## config.mk

```make
export PLATFORM = sky130hd
export DESIGN_NAME = decryption_demux
export DESIGN_NICKNAME = d
export VERILOG_FILES = /design/src/rtl/decryption_demux_pkg.sv /design/src/rtl/demux_fifo.sv /design/src/rtl/decryption_demux.sv
export SDC_FILE = /design/constraint.sdc
export NUM_CORES = 1
export LEC_CHECK = 0
export ABC_CLOCK_PERIOD_IN_PS = 4400
export CAP_MARGIN = 40
export CORE_UTILIZATION = 45
export DETAILED_ROUTE_END_ITERATION = 8
export PLACE_DENSITY_LB_ADDON = 0.05
export SLEW_MARGIN = 10
export SYNTH_ARGS = -nofsm -noshare
export SYNTH_HDL_FRONTEND = slang
export SYNTH_SLANG_ARGS = --single-unit
export TNS_END_PERCENT = 50
```

## constraint.sdc

```tcl
create_clock -name clk -period 4.4 [get_ports clk]
set_clock_uncertainty 0.05 [all_clocks]
set_input_delay 1.32 -clock clk [delete_from_list [all_inputs] [get_ports clk]]
set_output_delay 1.32 -clock clk [all_outputs]
set_load 0.01 [all_outputs]
```

## src/rtl/decryption_demux_pkg.sv

```systemverilog
// Shared constants and types for the decryption demultiplexer.
// Channel select codes, FSM state type and default data widths.
package decryption_demux_pkg;

  localparam int MST_DWIDTH_DEF = 32;
  localparam int SYS_DWIDTH_DEF = 8;
  localparam int CHARS_PER_WORD = 4;

  localparam logic [1:0] CAESAR  = 2'd0;
  localparam logic [1:0] SCYTALE = 2'd1;
  localparam logic [1:0] ZIGZAG  = 2'd2;
  localparam logic [1:0] INVALID = 2'd3;

  typedef enum logic {
    IDLE = 1'b0,
    SEND = 1'b1
  } state_t;

endpackage

```

## src/rtl/demux_fifo.sv

```systemverilog
// Small synchronous FIFO buffering {word, select} entries ahead of the demux FSM.
// Pushes while full and pops while empty are ignored.
module demux_fifo #(
  parameter int WIDTH = 34,
  parameter int DEPTH = 2
) (
  input  logic             clk,
  input  logic             rst_n,
  input  logic             push,
  input  logic [WIDTH-1:0] push_data,
  input  logic             pop,
  output logic [WIDTH-1:0] head,
  output logic             empty,
  output logic             full
);

  localparam int AW = (DEPTH > 1) ? $clog2(DEPTH) : 1;
  localparam int CW = $clog2(DEPTH + 1);

  logic [WIDTH-1:0] mem [DEPTH];
  logic [AW-1:0]    wr_ptr;
  logic [AW-1:0]    rd_ptr;
  logic [CW-1:0]    count;
  logic             do_push;
  logic             do_pop;

  assign empty   = (count == '0);
  assign full    = (count == CW'(DEPTH));
  assign do_push = push && !full;
  assign do_pop  = pop && !empty;
  assign head    = mem[rd_ptr];

  function automatic logic [AW-1:0] bump(input logic [AW-1:0] p);
    return (p == AW'(DEPTH - 1)) ? '0 : p + 1'b1;
  endfunction

  // Storage needs no reset; occupancy alone decides what is valid.
  always_ff @(posedge clk) begin
    if (do_push) mem[wr_ptr] <= push_data;
  end

  always_ff @(posedge clk) begin
    if (!rst_n) begin
      wr_ptr <= '0;
      rd_ptr <= '0;
      count  <= '0;
    end else begin
      if (do_push) wr_ptr <= bump(wr_ptr);
      if (do_pop)  rd_ptr <= bump(rd_ptr);
      case ({do_push, do_pop})
        2'b10:   count <= count + 1'b1;
        2'b01:   count <= count - 1'b1;
        default: count <= count;
      endcase
    end
  end

endmodule

```

## src/rtl/decryption_demux.sv

```systemverilog
// Splits 4-character master words into per-channel character strobes.
// Define DEMUX_DROP_CNT_EN to add drop_cnt_o, a saturating count of select==3 words.
module decryption_demux
  import decryption_demux_pkg::*;
#(
  parameter int MST_DWIDTH = MST_DWIDTH_DEF,
  parameter int SYS_DWIDTH = SYS_DWIDTH_DEF
) (
  input  logic                  clk,
  input  logic                  rst_n,
  input  logic [1:0]            select,
  input  logic [MST_DWIDTH-1:0] data_i,
  input  logic                  valid_i,
  output logic                  ready_o,
  input  logic [2:0]            busy_i,
  output logic [SYS_DWIDTH-1:0] data0_o,
  output logic [SYS_DWIDTH-1:0] data1_o,
  output logic [SYS_DWIDTH-1:0] data2_o,
  output logic                  valid0_o,
  output logic                  valid1_o,
  output logic                  valid2_o
`ifdef DEMUX_DROP_CNT_EN
  ,
  output logic [7:0]            drop_cnt_o
`endif
);

  localparam int FW = MST_DWIDTH + 2;

  logic [MST_DWIDTH-1:0] head_word;
  logic [1:0]            head_sel;
  logic                  empty;
  logic                  full;
  logic                  pop;

  state_t                state;
  logic [1:0]            idx;
  logic [MST_DWIDTH-1:0] word_q;
  logic [1:0]            sel_q;

  logic                  emit;
  logic [1:0]            emit_ch;
  logic [SYS_DWIDTH-1:0] emit_char;
  logic [3:0]            busy_x;

  // ready also forced high during reset so upstream never stalls on stale occupancy
  assign ready_o = !full || !rst_n;
  assign pop     = (state == IDLE) && !empty;
  assign busy_x  = {1'b1, busy_i};

  demux_fifo #(.WIDTH(FW), .DEPTH(2)) u_fifo (
    .clk       (clk),
    .rst_n     (rst_n),
    .push      (valid_i && ready_o),
    .push_data ({data_i, select}),
    .pop       (pop),
    .head      ({head_word, head_sel}),
    .empty     (empty),
    .full      (full)
  );

  function automatic logic [SYS_DWIDTH-1:0] char_at(input logic [MST_DWIDTH-1:0] w,
                                                    input logic [1:0] k);
    return w[MST_DWIDTH - 1 - int'(k) * SYS_DWIDTH -: SYS_DWIDTH];
  endfunction

  // Character 0 leaves straight from the FIFO head so an idle channel sees it at N+2.
  always_comb begin
    emit      = 1'b0;
    emit_ch   = head_sel;
    emit_char = char_at(head_word, 2'd0);
    if (state == IDLE) begin
      emit = !empty && (head_sel != INVALID) && !busy_x[head_sel];
    end else begin
      emit_ch   = sel_q;
      emit_char = char_at(word_q, idx);
      emit      = !busy_x[sel_q];
    end
  end

  always_ff @(posedge clk) begin
    if (!rst_n) begin
      state    <= IDLE;
      idx      <= 2'd0;
      word_q   <= '0;
      sel_q    <= CAESAR;
      valid0_o <= 1'b0;
      valid1_o <= 1'b0;
      valid2_o <= 1'b0;
      data0_o  <= '0;
      data1_o  <= '0;
      data2_o  <= '0;
    end else begin
      valid0_o <= 1'b0;
      valid1_o <= 1'b0;
      valid2_o <= 1'b0;
      data0_o  <= '0;
      data1_o  <= '0;
      data2_o  <= '0;
      if (emit) begin
        case (emit_ch)
          CAESAR:  begin valid0_o <= 1'b1; data0_o <= emit_char; end
          SCYTALE: begin valid1_o <= 1'b1; data1_o <= emit_char; end
          ZIGZAG:  begin valid2_o <= 1'b1; data2_o <= emit_char; end
          default: ;
        endcase
      end
      case (state)
        IDLE: begin
          if (!empty) begin
            word_q <= head_word;
            sel_q  <= head_sel;
            if (head_sel != INVALID) begin
              state <= SEND;
              idx   <= emit ? 2'd1 : 2'd0;
            end
          end
        end
        SEND: begin
          if (emit) begin
            if (idx == 2'd3) begin
              state <= IDLE;
              idx   <= 2'd0;
            end else begin
              idx <= idx + 2'd1;
            end
          end
        end
        default: state <= IDLE;
      endcase
    end
  end

`ifdef DEMUX_DROP_CNT_EN
  always_ff @(posedge clk) begin
    if (!rst_n)
      drop_cnt_o <= 8'd0;
    else if (pop && (head_sel == INVALID) && (drop_cnt_o != 8'hFF))
      drop_cnt_o <= drop_cnt_o + 8'd1;
  end
`endif

endmodule

```

==> results of run 1 <==
## worst paths after layout
| check | from | endpoint | cells after the start |
|---|---|---|---|
| setup reg to reg | state$_SDFF_PN0_ | data1_o[6]$_SDFF_PN0_ | 4 |
| hold / removal | word_q[11]$_SDFFE_PN0P_ | word_q[11]$_SDFFE_PN0P_ | 2 |
| setup / recovery | rst_n | ready_o | 4 |
| hold reg to reg | word_q[11]$_SDFFE_PN0P_ | word_q[11]$_SDFFE_PN0P_ | 2 |
## registers in the layout, summed over array words and instances, names as in the netlist, 2 cells and up, named ones only
register and cells:
u_fifo.mem 68, word_q 32, data0_o 8, data1_o 8, data2_o 8, idx 2
sel_q 2, u_fifo.count 2
## area by class of cell
class | instances | area (sq um) | area share (%)
Inverter | 3 | 11.3 | 0.175
Sequential cell | 137 | 3420 | 53.2
Timing Repair Buffer | 75 | 738 | 11.5
Multi-Input combinational cell | 202 | 1540 | 24.0
Tap cell | 140 | 175 | 2.72
Clock inverter | 14 | 114 | 1.77
Clock buffer | 18 | 429 | 6.67
## per-layer routing
layer	share of wire [%]	up-vias	wire, microns	global-route usage (%)
met1	46	1490	4290	22.5
met2	50	74	4690	30.3
met5	0	-	0	0
met3	3.7	7	352	4.40
met4	0.90	0	85	6.37
li1	-	1526	-	-
## worst max-delay path, delay by kind of cell
kind          cells  cell delay [ns]
simple gates      1             0.30
buf+inv           3             1.13
## through the flow
| step | instances | hold slack [ns] | worst slack [ns] | total power, mW | util (%) |
|---|---|---|---|---|---|
| final | 589 | 0.446 | 0.293 | 4.21 | 58.8 |
| after global routing | 589 | 0.466 | 0.239 | 4.46 | 58.8 |
| after CTS | 589 | 0.445 | 0.272 | 4.26 | 58.8 |
| after detailed placement | 557 | 0.435 | 0.278 | 2.97 | 53.9 |
| after global placement | 555 | 0.427 | 0.274 | 2.92 | 53.7 |
| after floorplan | 366 | 0.405 | 1.08 | 2.64 | - |
## cell usage in the layout, fill, tap and decap left out, types with 2 or more instances in the layout
master / n
nand2b_1: 4
inv_1: 2
nor4_1: 15
clkinv_1: 2
clkdlybuf4s50_1: 67
edfxtp_1: 68
dfxtp_1: 68
nor4_2: 2
clkinv_4: 5
mux2i_1: 36
or3b_1: 2
inv_6: 5
nor2_1: 48
ha_1: 2
buf_4: 7
clkbuf_16: 17
clkinvlp_4: 3
xnor2_1: 2
or2_2: 2
nor3_1: 9
o21ai_0: 2
mux2_2: 5
xor2_1: 2
a21oi_1: 8
a211oi_1: 32
mux4_2: 8
## logic make-up after synthesis
family | share of synthesized area (%)
multiplexers | 12.2
AND/OR/NAND/NOR | 9.30
flip-flops | 67.3
XOR/XNOR | 0.689
adder cells (fa/ha/maj) | 0.492
AO/OA/AOI/OAI | 7.48
buffers and inverters | 2.53
## where the power goes
| group | switching [mW] | internal [mW] | total, mW |
|---|---|---|---|
| Sequential | 0.152 | 1.61 | 1.77 |
| Clock | 0.551 | 0.730 | 1.28 |
| Combinational | 0.668 | 0.494 | 1.16 |
| Total | 1.37 | 2.84 | 4.21 |
==> metrics.cfg, run 1 <==
[critical_path]
path_class=input pin to primary output
cpMostUsedCell=clkdlybuf4s50_1
crit_path_top_delay_cell=clkdlybuf4s50_1
worstPathArrival_ns=2.74
end_kind=primary output
critPathLaunchType=input pin
ff2ff_setup_slack_ns=2.31
cp_slowest_stage_delay_ns=0.54
crit_required_ns=3.03
worst-path-max-fanout=4
worstPathCellList=clkdlybuf4s50_1 -> clkinv_1 -> or2_2 -> clkdlybuf4s50_1

[yosys]
synth_cell_types=44
synth_warnings=0
synth_common_cells=69 x dfxtp_1, 68 x edfxtp_1, 50 x nor2_1, 36 x mux2i_1, 32 x a211oi_1
syn-cell-area_sq_um=5080
synthCells=366
syn_avg_cell_area_sq_um=13.9
yosys_most_used_dff=dfxtp_1
synth_area_leaders=edfxtp_1 40%, dfxtp_1 27%, mux2i_1 7.1%, a211oi_1 4.7%, nor2_1 3.7%
synthesis.nets=408
synth-edff-count=68
synth_seq_cells=137
yosysTopAreaCellShare_pct=40.2
seq_area_frac_synth_pct=67.3
synth.most_common_cell=dfxtp_1
synth.largest_area_cell=edfxtp_1
ys_async_sr_fraction_pct=0

[floorplanning]
placementRows=38
die_w_microns=108
dieArea_sq_um=11700
die_y_microns=108
core_sq_um=10900
initial_core_util_pct=46.5
io_pins=68

[timing]
finalHoldViolations=0
worst_pin_slew_ns=0.699
fmax_ghz=0.243
slew_headroom_pct=53.4
setup_viol=0
rsz0062_at_grt=false
period_needed_ns=4.11
setup-tns-final_ns=0
post-route-period-util_pct=93.3
maxSlewViolCount=0

[clock_tree]
htreeDepth=4
clk_latency_ns=0.41
cts_buffers=17
cts.sinks=137
post_cts_resize_count=0
cts_setup_buffers=0
clk_path_buf_depth=2
cts_tree=done
hold_buffers=0
ctsRootBufferMaster=clkbuf_16
path_clk_slew_ns=0.06

[global_route]
grt_pass1_vias=3078
grt_max_degree=69
track_usage_pct=17.9
grt_antenna_before_repair=0
grt_pass1_wl_microns=15600
overflow=0

[run_status]
outcome=finished clean

[detailed_routing]
dr.pass1.iters=4
antenna_left=0
drtIter0Drc=122
via_per_inst=5.26
vias=3097
drc_errors=0
wl_per_cell_microns=16.0
wl_microns=9420

[finish]
n_fill_cell=897
nNetsFinal=478
synthToLayoutAreaGrowth_pct=26.6
diodes=0
drive_above_1_share_pct=14.3
final_area_sq_um=6430

[placed_design]
dp_hpwl_microns=5990
place.gp.congestion=0.711
post_dp_cell_area_sq_um=5890
io_buffer_count=67

[worst_hold_path]
hp-class=flip-flop to flip-flop

[power_and_ir_drop]
ir_worst_vdd_mv=0.432
p_leak_nw=2.18
power_density_nw_per_um2=654

[job]
maxCapViolations=0

Note: power is estimated with default switching activity, not from simulation.
==> inputs of run 2 (changes only) <==
CORE_UTILIZATION = 55   (was 45)
CTS_BUF_LIST = sky130_fd_sc_hd__clkbuf_4 sky130_fd_sc_hd__clkbuf_8   (was not set)
GPL_ROUTABILITY_DRIVEN = 0   (was not set)
==> metrics.cfg, run 2 (synthesized netlist as in run 1, its figures left out) <==
[global_route]
busiest_layer=met2
grtUsageMet2_pct=33.6
overflow=0
grt_pass1_wl_microns=14900
grt_util_met3_pct=5.01
use_met1_pct=26.1
track_usage_pct=20.4
grt_antenna_before_repair=0
grt_pass1_vias=3079
grt_max_degree=69

[clock_tree]
ctsRootBufferMaster=clkbuf_8
cts_tree=done
path_clk_slew_ns=0.07
post_cts_resize_count=0
hold_buffers=0
clk_path_buf_depth=2
cts_buffers=17
htreeDepth=4
clk_latency_ns=0.43
cts_setup_buffers=0
cts.sinks=137

[placed_design]
io_buffer_count=67
dp.cells=525
dp_hpwl_microns=5680

[finish]
multi_input_area_sq_um=1540
fin_cells=557
drive_above_1_share_pct=14.5
final_util_pct=70.4
diodes=0
nNetsFinal=478
seq_area_sq_um=3420
regMostFlops=u_fifo.mem
n_fill_cell=655
final_cell_mix=68 x dfxtp_1, 68 x edfxtp_1, 67 x clkdlybuf4s50_1, 48 x nor2_1, 36 x mux2i_1
reg.largest.list=u_fifo.mem (68), word_q (32)
synthToLayoutAreaGrowth_pct=22.5
largest_register_ff_count=68

[detailed_routing]
wl_microns=8740
drtIter0Drc=154
dr.pass1.iters=6
vias=3080
via_per_inst=5.53
wl_per_cell_microns=15.7
drc_errors=0
antenna_left=0

[timing]
slew_headroom_pct=54.3
maxSlewViolCount=0
setup-tns-final_ns=0
finalHoldViolations=0
period_needed_ns=4.14
fmax_ghz=0.242
setup_viol=0
worst_pin_slew_ns=0.685
post-route-period-util_pct=94.1
rsz0062_at_grt=false

[critical_path]
critPathLaunchType=input pin
path_class=input pin to primary output
worstPathArrival_ns=2.77
worst-path-max-fanout=4
critPathLaunch=rst_n
end_kind=primary output
crit_required_ns=3.03

[power_and_ir_drop]
ir_worst_vdd_mv=0.266
p_leak_nw=2.10
power_density_nw_per_um2=621

[worst_hold_path]
min_from=word_q[8]$_SDFFE_PN0P_
hp-class=flip-flop to flip-flop

[floorplanning]
die_w_microns=98.2
die_y_microns=98.2
dieArea_sq_um=9630
core_sq_um=8850
placementRows=34
io_pins=68
initial_core_util_pct=57.5

[run_status]
outcome=finished clean

[job]
maxCapViolations=0

run 2: changes by cell type in the layout (fill, tap and decap cells not counted), sizes merged:
cell	delta
clkinv	-2
bufinv	+1
clkbuf	-1
clkinvlp	+1
inv	+1
run 2: per-stage QoR:
stage	hold WS (ns)	instance area (sq um)	worst slack [ns]	power (mW)
finish	0.448	6230	0.261	3.87
global route	0.471	6230	0.240	4.10
CTS	0.450	6230	0.272	3.90
detailed placement	0.433	5860	0.279	2.95
global placement	0.428	5830	0.276	2.89
floorplan	0.405	5080	1.08	2.64
run 2: worst paths after layout:
path / cells past startpoint / slack (ns) / endpoint
worst min register to register: 2 / 0.45 / word_q[8]$_SDFFE_PN0P_
worst max-delay path: 4 / 0.26 / ready_o
worst min-delay path: 2 / 0.45 / word_q[8]$_SDFFE_PN0P_
worst max register to register: 6 / 2.15 / data1_o[4]$_SDFF_PN0_
run 2: area by class of cell:
type | count | share of cell area, %
flip-flops and latches | 137 | 55.0
multi-input cells | 202 | 24.8
repair buffers | 75 | 11.9
clock buffers | 17 | 3.76
clock inverters | 15 | 2.21
well taps | 108 | 2.17
inverters | 3 | 0.181
run 2: power breakdown:
| group | leakage (nW) | internal [mW] | switching, mW | total, mW |
|---|---|---|---|---|
| registers | 1.20 | 1.61 | 0.149 | 1.76 |
| clock network | 0.179 | 0.455 | 0.496 | 0.951 |
| logic | 0.724 | 0.497 | 0.657 | 1.15 |
run 2: layer usage:
layer	routed length (microns)	part of all wire [%]	vias to the layer above
met4	123	1.4	0
li1	-	-	1520
met5	0	0	-
met3	367	4.2	14
met1	3850	44	1463
met2	4400	50	83
run 2: critical path, cell delays in order:
cell and delay [ns]:
clkdlybuf4s50_1 0.55, clkinv_1 0.12, or2_2 0.30, clkdlybuf4s50_1 0.48
